--- src/rtl/afvip_intr_ctrl_if.sv ---
// Single-cycle register access port between the APB slave decode and afvip_intr_ctrl.
interface afvip_intr_ctrl_if;
    logic        reg_wr;
    logic        reg_rd;
    logic [1:0]  reg_addr;
    logic [31:0] reg_wdata;
    logic [31:0] reg_rdata;

    // Register decode side: issues strobes, address and write data.
    modport master (
        output reg_wr,
        output reg_rd,
        output reg_addr,
        output reg_wdata,
        input  reg_rdata
    );

    // Interrupt controller side: accepts accesses, returns registered read data.
    modport slave (
        input  reg_wr,
        input  reg_rd,
        input  reg_addr,
        input  reg_wdata,
        output reg_rdata
    );
endinterface

--- src/rtl/afvip_intr_ctrl.sv ---
// Interrupt source for the AFVIP interrupt monitor: edge-detected sticky status,
// per-source mask, registered level interrupt and a saturating assertion counter.
module afvip_intr_ctrl #(
    parameter int unsigned NUM_SRC = 8,
    parameter int unsigned CNT_W   = 16
) (
    input  logic                 clk,
    input  logic                 rst,
    input  logic [NUM_SRC-1:0]   evt_i,
    afvip_intr_ctrl_if.slave     bus,
    output logic                 afvip_intr
);

    localparam logic [1:0]       ADDR_STATUS = 2'd0;
    localparam logic [1:0]       ADDR_MASK   = 2'd1;
    localparam logic [1:0]       ADDR_SET    = 2'd2;
    localparam logic [1:0]       ADDR_COUNT  = 2'd3;
    localparam logic [CNT_W-1:0] CNT_MAX     = '1;

    logic [NUM_SRC-1:0] evt_q;
    logic [NUM_SRC-1:0] status_q;
    logic [NUM_SRC-1:0] mask_q;
    logic [CNT_W-1:0]   count_q;
    logic [31:0]        rdata_q;

    logic [NUM_SRC-1:0] evt_rise;
    logic [NUM_SRC-1:0] wdata_src;
    logic [NUM_SRC-1:0] set_vec;
    logic [NUM_SRC-1:0] clr_vec;
    logic [NUM_SRC-1:0] status_next;
    logic [NUM_SRC-1:0] mask_next;
    logic [CNT_W-1:0]   count_next;
    logic [31:0]        rdata_next;
    logic               intr_next;
    logic               wr_status;
    logic               wr_mask;
    logic               wr_set;
    logic               wr_count;

    // Write-data bits beyond the source/counter width are intentionally ignored.
    logic unused_wdata;
    assign unused_wdata = ^bus.reg_wdata;

    assign bus.reg_rdata = rdata_q;

    // Next-state for all registers; set beats W1C, and the interrupt sees same-cycle updates.
    always_comb begin
        evt_rise    = evt_i & ~evt_q;
        wdata_src   = bus.reg_wdata[NUM_SRC-1:0];
        wr_status   = bus.reg_wr && (bus.reg_addr == ADDR_STATUS);
        wr_mask     = bus.reg_wr && (bus.reg_addr == ADDR_MASK);
        wr_set      = bus.reg_wr && (bus.reg_addr == ADDR_SET);
        wr_count    = bus.reg_wr && (bus.reg_addr == ADDR_COUNT);

        set_vec     = evt_rise | (wr_set ? wdata_src : '0);
        clr_vec     = wr_status ? wdata_src : '0;
        status_next = set_vec | (status_q & ~clr_vec);
        mask_next   = wr_mask ? wdata_src : mask_q;
        intr_next   = |(status_next & mask_next);

        count_next = count_q;
        if (wr_count) begin
            count_next = '0;
        end else if (intr_next && !afvip_intr && (count_q != CNT_MAX)) begin
            count_next = count_q + CNT_W'(1);
        end

        // Read data is taken from pre-write values so a simultaneous write is not visible.
        rdata_next = rdata_q;
        if (bus.reg_rd) begin
            case (bus.reg_addr)
                ADDR_STATUS: rdata_next = 32'(status_q);
                ADDR_MASK:   rdata_next = 32'(mask_q);
                ADDR_SET:    rdata_next = '0;
                ADDR_COUNT:  rdata_next = 32'(count_q);
                default:     rdata_next = '0;
            endcase
        end
    end

    // State registers; reset discards any access or event in the same cycle.
    always_ff @(posedge clk) begin
        if (rst) begin
            evt_q      <= '0;
            status_q   <= '0;
            mask_q     <= '0;
            count_q    <= '0;
            rdata_q    <= '0;
            afvip_intr <= 1'b0;
        end else begin
            evt_q      <= evt_i;
            status_q   <= status_next;
            mask_q     <= mask_next;
            count_q    <= count_next;
            rdata_q    <= rdata_next;
            afvip_intr <= intr_next;
        end
    end

endmodule

--- src/flat_wrapper.sv ---
// flat-port wrapper written by rule: the top's interface ports become plain ports
module afvip_intr_ctrl_flat 
#(
    parameter int unsigned NUM_SRC = 8,
    parameter int unsigned CNT_W   = 16
)
  (clk, rst, evt_i, afvip_intr, bus_reg_wr, bus_reg_rd, bus_reg_addr, bus_reg_wdata, bus_reg_rdata);
  afvip_intr_ctrl_if bus_i ();
  input  logic clk;
  input  logic rst;
  input  logic [NUM_SRC-1:0] evt_i;
  output logic afvip_intr;
  input wire logic [$bits(bus_i.reg_wr)-1:0] bus_reg_wr;
  input wire logic [$bits(bus_i.reg_rd)-1:0] bus_reg_rd;
  input wire logic [$bits(bus_i.reg_addr)-1:0] bus_reg_addr;
  input wire logic [$bits(bus_i.reg_wdata)-1:0] bus_reg_wdata;
  output wire logic [$bits(bus_i.reg_rdata)-1:0] bus_reg_rdata;
  assign bus_i.reg_wr = bus_reg_wr;
  assign bus_i.reg_rd = bus_reg_rd;
  assign bus_i.reg_addr = bus_reg_addr;
  assign bus_i.reg_wdata = bus_reg_wdata;
  assign bus_reg_rdata = bus_i.reg_rdata;
  afvip_intr_ctrl #(.NUM_SRC(NUM_SRC), .CNT_W(CNT_W)) u_core (.clk(clk), .rst(rst), .evt_i(evt_i), .bus(bus_i), .afvip_intr(afvip_intr));
endmodule
--- config.mk ---
export PLATFORM = sky130hd
export DESIGN_NAME = afvip_intr_ctrl_flat
export DESIGN_NICKNAME = d
export VERILOG_FILES = /design/src/rtl/afvip_intr_ctrl_if.sv /design/src/rtl/afvip_intr_ctrl.sv /design/src/flat_wrapper.sv
export SDC_FILE = /design/constraint.sdc
export NUM_CORES = 1
export LEC_CHECK = 0
export BUFFER_PORTS_ARGS = -buffer_cell sky130_fd_sc_hd__clkbuf_2
export CORE_MARGIN = 3
export CORE_UTILIZATION = 52
export DETAILED_ROUTE_END_ITERATION = 12
export GPL_TIMING_DRIVEN = 0
export PLACE_DENSITY = 0.8
export SETUP_SLACK_MARGIN = 0.1
export SYNTH_ARGS = -nofsm -noshare
export SYNTH_HDL_FRONTEND = slang
export SYNTH_SLANG_ARGS = --single-unit
export TNS_END_PERCENT = 5
--- constraint.sdc ---
create_clock -name clk -period 2.7 [get_ports clk]
set_input_delay 0.135 -clock clk [delete_from_list [all_inputs] [get_ports clk]]
set_output_delay 0.135 -clock clk [all_outputs]
set_load 0.05 [all_outputs]
==> results of run 1 <==
-- stage by stage --
stage	util, %	setup slack, ns
4_1_cts	67.4	0.217
5_1_grt	67.4	0.156
6_report	67.4	0.304
3_3_place_gp	62.6	0.278
3_5_place_dp	62.6	0.247
2_1_floorplan	-	0.537
-- cells in the final DEF (no fill, tap or decap), drive strengths merged, types with 3 or more instances in the layout --
master / synthesis / final
nand4: 6 / 6
a21oi: 27 / 27
o21ai: 8 / 8
and3: 5 / 5
a211oi: 9 / 9
dfxtp: 57 / 57
nand3: 13 / 13
mux2i: 16 / 16
nand2: 8 / 8
o31ai: 3 / 3
o211ai: 5 / 5
nand2b: 8 / 8
nor2b: 16 / 16
clkbuf: 12 / 58
or4: 6 / 6
nor2: 34 / 34
buf: 27 / 27
conb: 1 / 16
a221oi: 8 / 8
or3: 8 / 8
nand4bb: 8 / 8
o22ai: 4 / 4
-- where the power goes --
group          switching, mW  leakage (nW)  internal (mW)
Combinational          0.228         0.822          0.117
Clock                  0.351         0.115          0.566
Sequential            0.0247         0.466          0.875
Total                  0.603          1.40           1.56
-- timing repair --
action | 4_1_cts | 5_1_grt
endpoints found under the hold margin | 1 | 0
endpoints found under the setup margin | 0 | 10
gates resized for setup | 0 | 2
hold buffers | 1 | 0
-- how the worst max path moves through the flow --
stage / slack (ns) / startpoint / depth (start not counted) / to
finish: 0.30 / u_core.count_q[0] / 9 / u_core.count_q[14]
detailed placement: 0.25 / u_core.count_q[0] / 9 / u_core.count_q[11]
global route: 0.16 / u_core.count_q[0] / 9 / u_core.count_q[14]
floorplan: 0.54 / u_core.count_q[0] / 9 / u_core.count_q[11]
global placement: 0.28 / u_core.count_q[0] / 9 / u_core.count_q[11]
CTS: 0.22 / u_core.count_q[0] / 9 / u_core.count_q[11]
-- per-layer routing --
metal  part of all wire [%]  GRT usage, %
met1                     43          28.3
met2                     47          35.7
met3                    7.3          7.71
met4                    1.9          9.11
met5                      0             0
-- registers in the layout, summed over array words and instances (netlist names) --
register / cells
u_core.count_q: 16
u_core.afvip_intr: 1
u_core.status_q: 8
u_core.bus.reg_rdata: 16
u_core.mask_q: 8
u_core.evt_q: 8
-- area by class of cell --
cell class | instances | area, um2
Sequential cell | 57 | 1140
Multi-Input combinational cell | 220 | 1420
Tap cell | 67 | 83.8
Inverter | 2 | 7.51
Clock inverter | 5 | 77.6
Fill cell | 431 | 1610
Buffer | 39 | 265
Timing Repair Buffer | 36 | 185
Clock buffer | 11 | 151
-- cells by family after synthesis --
kind of cell,after synthesis
compound gates,68
fa+ha+maj,1
simple gates,119
other cells,1
mux,16
buf+inv,41
flops,57
==> impl_metrics.toml, run 1 <==
[floorplanning]
ios = 79
core_area_mm2 = 0.00494
die_h_um = 79.1
dieWidth_um = 79.1
start_util_pct = 56.2
dieArea_mm2 = 0.00625
rows = 25

[sta]
fmax_mhz = 417
clock-skew-final_ns = 0.00759
rsz0062_at_grt = "false"
worst_pin_slew_ns = 0.556
hold_viol = 0
whs_ns = 0.00980
fin_setup_tns_ns = 0
fin_crit_sh_pct = 88.7
setup_viol = 0
slew_headroom_pct = 63.0
finalMaxSlewViolations = 0
fin_crit_ns = 2.40

[drt]
wl_per_cell_um = 15.0
ant_nets = 0
via_per_inst = 5.59
dr.first_iter.drc_count = 149
drc = 0
first_pass_iters = 5
num_vias = 2443
wl_mm = 6.58

[worst_setup_path]
slowest_stage = "dfxtp_1"
worst-endpoint-arrival_ns = 2.67
critPathBufInv = 2
rr_endpoint = "u_core.count_q[14]"
endpoint_kind = "flop"
cpMostUsedCell = "and3_1"
r2r_slack_ns = 0.30
cpPeakStageDelay_ns = 0.36
reg2reg_depth = 9
cp.required_ns = 2.97
startpoint_type = "flop"
reg2reg_from = "u_core.count_q[0]"
crit_type = "flop to flop"
worst-path-max-fanout = 10
critPathTopFamily = "simple AND/OR/NAND/NOR gates"
cp_cell_sequence = "ha_1 > and3_1 > and3_1 > clkbuf_1 > a31oi_1 > clkbuf_2 > nand4_1 > or3_1 > a21oi_1"

[synth]
netlist-cell-type-count = 42
synth-adder-area-share_pct = 0.451
synth_area_mm2 = 0.00278
synthTopCellsByArea = "dfxtp_1 (41%), mux2i_1 (5.8%), a21oi_1 (4.7%)"
yosysTopAreaCell = "dfxtp_1"
ys_ff_latch = 57
synth_top_family_by_area = "simple AND/OR/NAND/NOR gates"
synth-compound-area-share_pct = 17.3
yosysMostFrequentCell = "dfxtp_1"
synthSimpleGateAreaFrac_pct = 25.5
netlist_top_cells_count = "dfxtp_1 (57), nor2_1 (34), a21oi_1 (26)"
syn_inst = 303
synth-main-ff-cell = "dfxtp_1"
synth_top_area_share_pct = 41.1
synth_edf_count = 0
seq_area_frac_synth_pct = 41.1
async_flop_share_pct = 0
muxShareOfSynthArea_pct = 5.77
synth_xor_area_share_pct = 0
avgSynthCellArea_um2 = 9.16
yosys_warnings = 0

[cells_and_area]
finalInstanceArea_mm2 = 0.00333
fin_cells = 437
drive_gt1_share_pct = 24.3
synthToLayoutAreaGrowth_pct = 20.0
n_antenna_cell = 0
final_nets = 412

[place]
place_hpwl_mm = 4.64
portBuffers = 35
dp.cells = 420
place_congestion = 0.868
placement.cell_area_mm2 = 0.00309

[power_and_ir_drop]
vdd_drop_max_v = 0.000401
cellLeakagePower_nw = 1.40
p_total_mw = 2.16
p_per_area_mw_per_mm2 = 649

[flow_run]
drv_cap = 0

[min_path]
hold_path_class = "input pin to flop"
hold_path.startpoint = "evt_i[3]"
holdPathEnd = "u_core.evt_q[3]"
holdPathStages = 2

[clocking]
cts-root-buf = "clkbuf_8"
cts.clk_slew.worst_paths_ns = 0.06
clk_latency_ns = 0.35
post_cts_buffers = 0
cts_buffers = 9
cts_sinks = 57
cts_buffer_depth = 2
cts_tree = "yes"
h-tree-depth = 3

[grt]
grt_usage_pct = 22.6
grt_pass1_vias = 2239
grt_max_degree = 11
antenna_found_initial = 0
grt.overflow.total = 0
grt_pass1_wl_mm = 10.8

[outcome]
outcome = "completed"
(Power assumes the default switching activity.)
==> run 2: changes to the inputs <==
--- a/config.mk
+++ b/config.mk
@@ -7,10 +7,10 @@
 export LEC_CHECK = 0
 export BUFFER_PORTS_ARGS = -buffer_cell sky130_fd_sc_hd__clkbuf_2
 export CORE_MARGIN = 3
-export CORE_UTILIZATION = 52
+export CORE_UTILIZATION = 25
 export DETAILED_ROUTE_END_ITERATION = 12
 export GPL_TIMING_DRIVEN = 0
-export PLACE_DENSITY = 0.8
+export RECOVER_POWER = 100
 export SETUP_SLACK_MARGIN = 0.1
 export SYNTH_ARGS = -nofsm -noshare
 export SYNTH_HDL_FRONTEND = slang
==> impl_metrics.toml, run 2 (synthesis gave the netlist of run 1 again) <==
[sta]
fin_crit_sh_pct = 91.4
setup_viol = 0
clock-skew-final_ns = 0.00618
worst_pin_slew_ns = 0.723
hold_viol = 0
fin_ws_ns = 0.232
finalMaxSlewViolations = 0
slew_headroom_pct = 51.8
rsz0062_at_grt = "false"
fin_crit_ns = 2.47
fin_setup_tns_ns = 0
fmax_mhz = 405

[worst_setup_path]
crit_type = "input pin to flop"
critPathBufInv = 5
worst-path-max-fanout = 10
cp.required_ns = 2.97
slowest_stage = "clkbuf_1"
cpPeakStageDelay_ns = 0.57
critPathTopFamily = "buffers and inverters"
cp_cell_sequence = "buf_4 > clkbuf_1 > nand3b_2 > buf_6 > mux2i_1 > o22ai_1 > nor4_4 > clkbuf_2 > buf_6 > o211ai_1 > o31ai_1"
startpoint_type = "input pin"
cpMostUsedCell = "buf_6"
worst-endpoint-arrival_ns = 2.74
endpoint_kind = "flop"

[grt]
grt.overflow.total = 0
antenna_found_initial = 0
grt_pass1_vias = 2295
grt_pass1_wl_mm = 11.6
grt_max_degree = 11
grt_usage_pct = 11.7

[floorplanning]
start_util_pct = 26.3
die_h_um = 111
core_area_mm2 = 0.0106
ios = 79
dieArea_mm2 = 0.0124
dieWidth_um = 111
rows = 37

[power_and_ir_drop]
p_per_area_mw_per_mm2 = 600
switching_share_pct = 29.8
power_switching_mw = 0.601
p_seq_share_pct = 44.5
p_int_mw = 1.42
p_total_mw = 2.02
power_frac_clock_pct = 38.5
cellLeakagePower_nw = 1.32
vdd_drop_max_v = 0.000303
pwr-share-comb_pct = 17.0

[clocking]
h-tree-depth = 3
cts_buffer_depth = 2
cts.clk_slew.worst_paths_ns = 0.06
cts_sinks = 57
clk_latency_ns = 0.36
cts_tree = "yes"
cts-root-buf = "clkbuf_8"
cts_buffers = 9

[cells_and_area]
n_antenna_cell = 0
layout_common_cells = "dfxtp_1 (57), nor2_1 (34), clkbuf_1 (33)"
drive_gt1_share_pct = 16.8
synthToLayoutAreaGrowth_pct = 21.0
fill_cells = 1148
final_nets = 418
final_common_cell = "dfxtp_1"

[drt]
dr.first_iter.drc_count = 108
drc = 0
num_vias = 2367
via_per_inst = 4.62
wl_mm = 7.06
wl_per_cell_um = 13.8
first_pass_iters = 4
ant_nets = 0

[place]
place_hpwl_mm = 5.08
dp_worst_setup_slack_ns = 0.170
portBuffers = 35
place_congestion = 0.851

[flow_run]
drv_cap = 0

[outcome]
outcome = "completed"

[min_path]
hold_path_class = "input pin to flop"
## run 2: what timing repair did
item / CTS / global route
setup buffers: 0 / 0
gates resized for setup: 0 / 2
endpoints found under the setup margin: 0 / 10
endpoints found under the hold margin: 7 / 0
hold buffers: 7 / 0
## run 2: power groups by stage
stage | Combinational (mW) | Clock [mW] | Sequential (mW)
detailed placement | 0.349 | 0 | 0.917
CTS | 0.358 | 0.794 | 0.898
floorplan | 0.237 | 0 | 0.942
global route | 0.373 | 0.831 | 0.900
finish | 0.344 | 0.776 | 0.897
global placement | 0.345 | 0 | 0.916
## run 2: layout make-up
cell class	count	area, um2	share of cell area (%)
flip-flops and latches	57	1140	34.0
clock buffers	14	183	5.44
repair buffers	42	223	6.63
plain buffers	39	250	7.45
inverters	2	7.51	0.223
well taps	136	170	5.06
multi-input cells	220	1380	41.0
clock inverters	2	10.0	0.298
## run 2: worst paths after layout
kind,depth (start not counted),end,slack (ns),startpoint
hold / removal,2,u_core.evt_q[0],0.02,evt_i[0]
setup reg to reg,9,u_core.count_q[11],0.29,u_core.count_q[0]
setup / recovery,11,u_core.count_q[1],0.23,bus_reg_addr[0]
hold reg to reg,2,u_core.bus.reg_rdata[10],0.47,u_core.bus.reg_rdata[10]
## run 2: through the flow
| step | cell area, um2 | utilization (%) | hold slack, ns | instances |
|---|---|---|---|---|
| global placement | 3180 | 30.1 | 0.360 | 489 |
| CTS | 3440 | 32.6 | 0.0181 | 512 |
| finish | 3360 | 31.8 | 0.0222 | 512 |
| global route | 3360 | 31.8 | 0.0282 | 512 |
| floorplan | 2830 | - | 0.263 | 318 |
| detailed placement | 3180 | 30.1 | 0.363 | 489 |
## run 2: metal layers
| layer | part of all wire (%) | track usage [%] | vias up | routed length [um] |
|---|---|---|---|---|
| li1 | - | - | 1208 | - |
| met1 | 48 | 15.4 | 1096 | 3410 |
| met2 | 45 | 18.0 | 55 | 3170 |
| met3 | 5.6 | 4.18 | 8 | 398 |
| met4 | 1.2 | 3.81 | 0 | 84 |
| met5 | 0 | 0 | - | 0 |
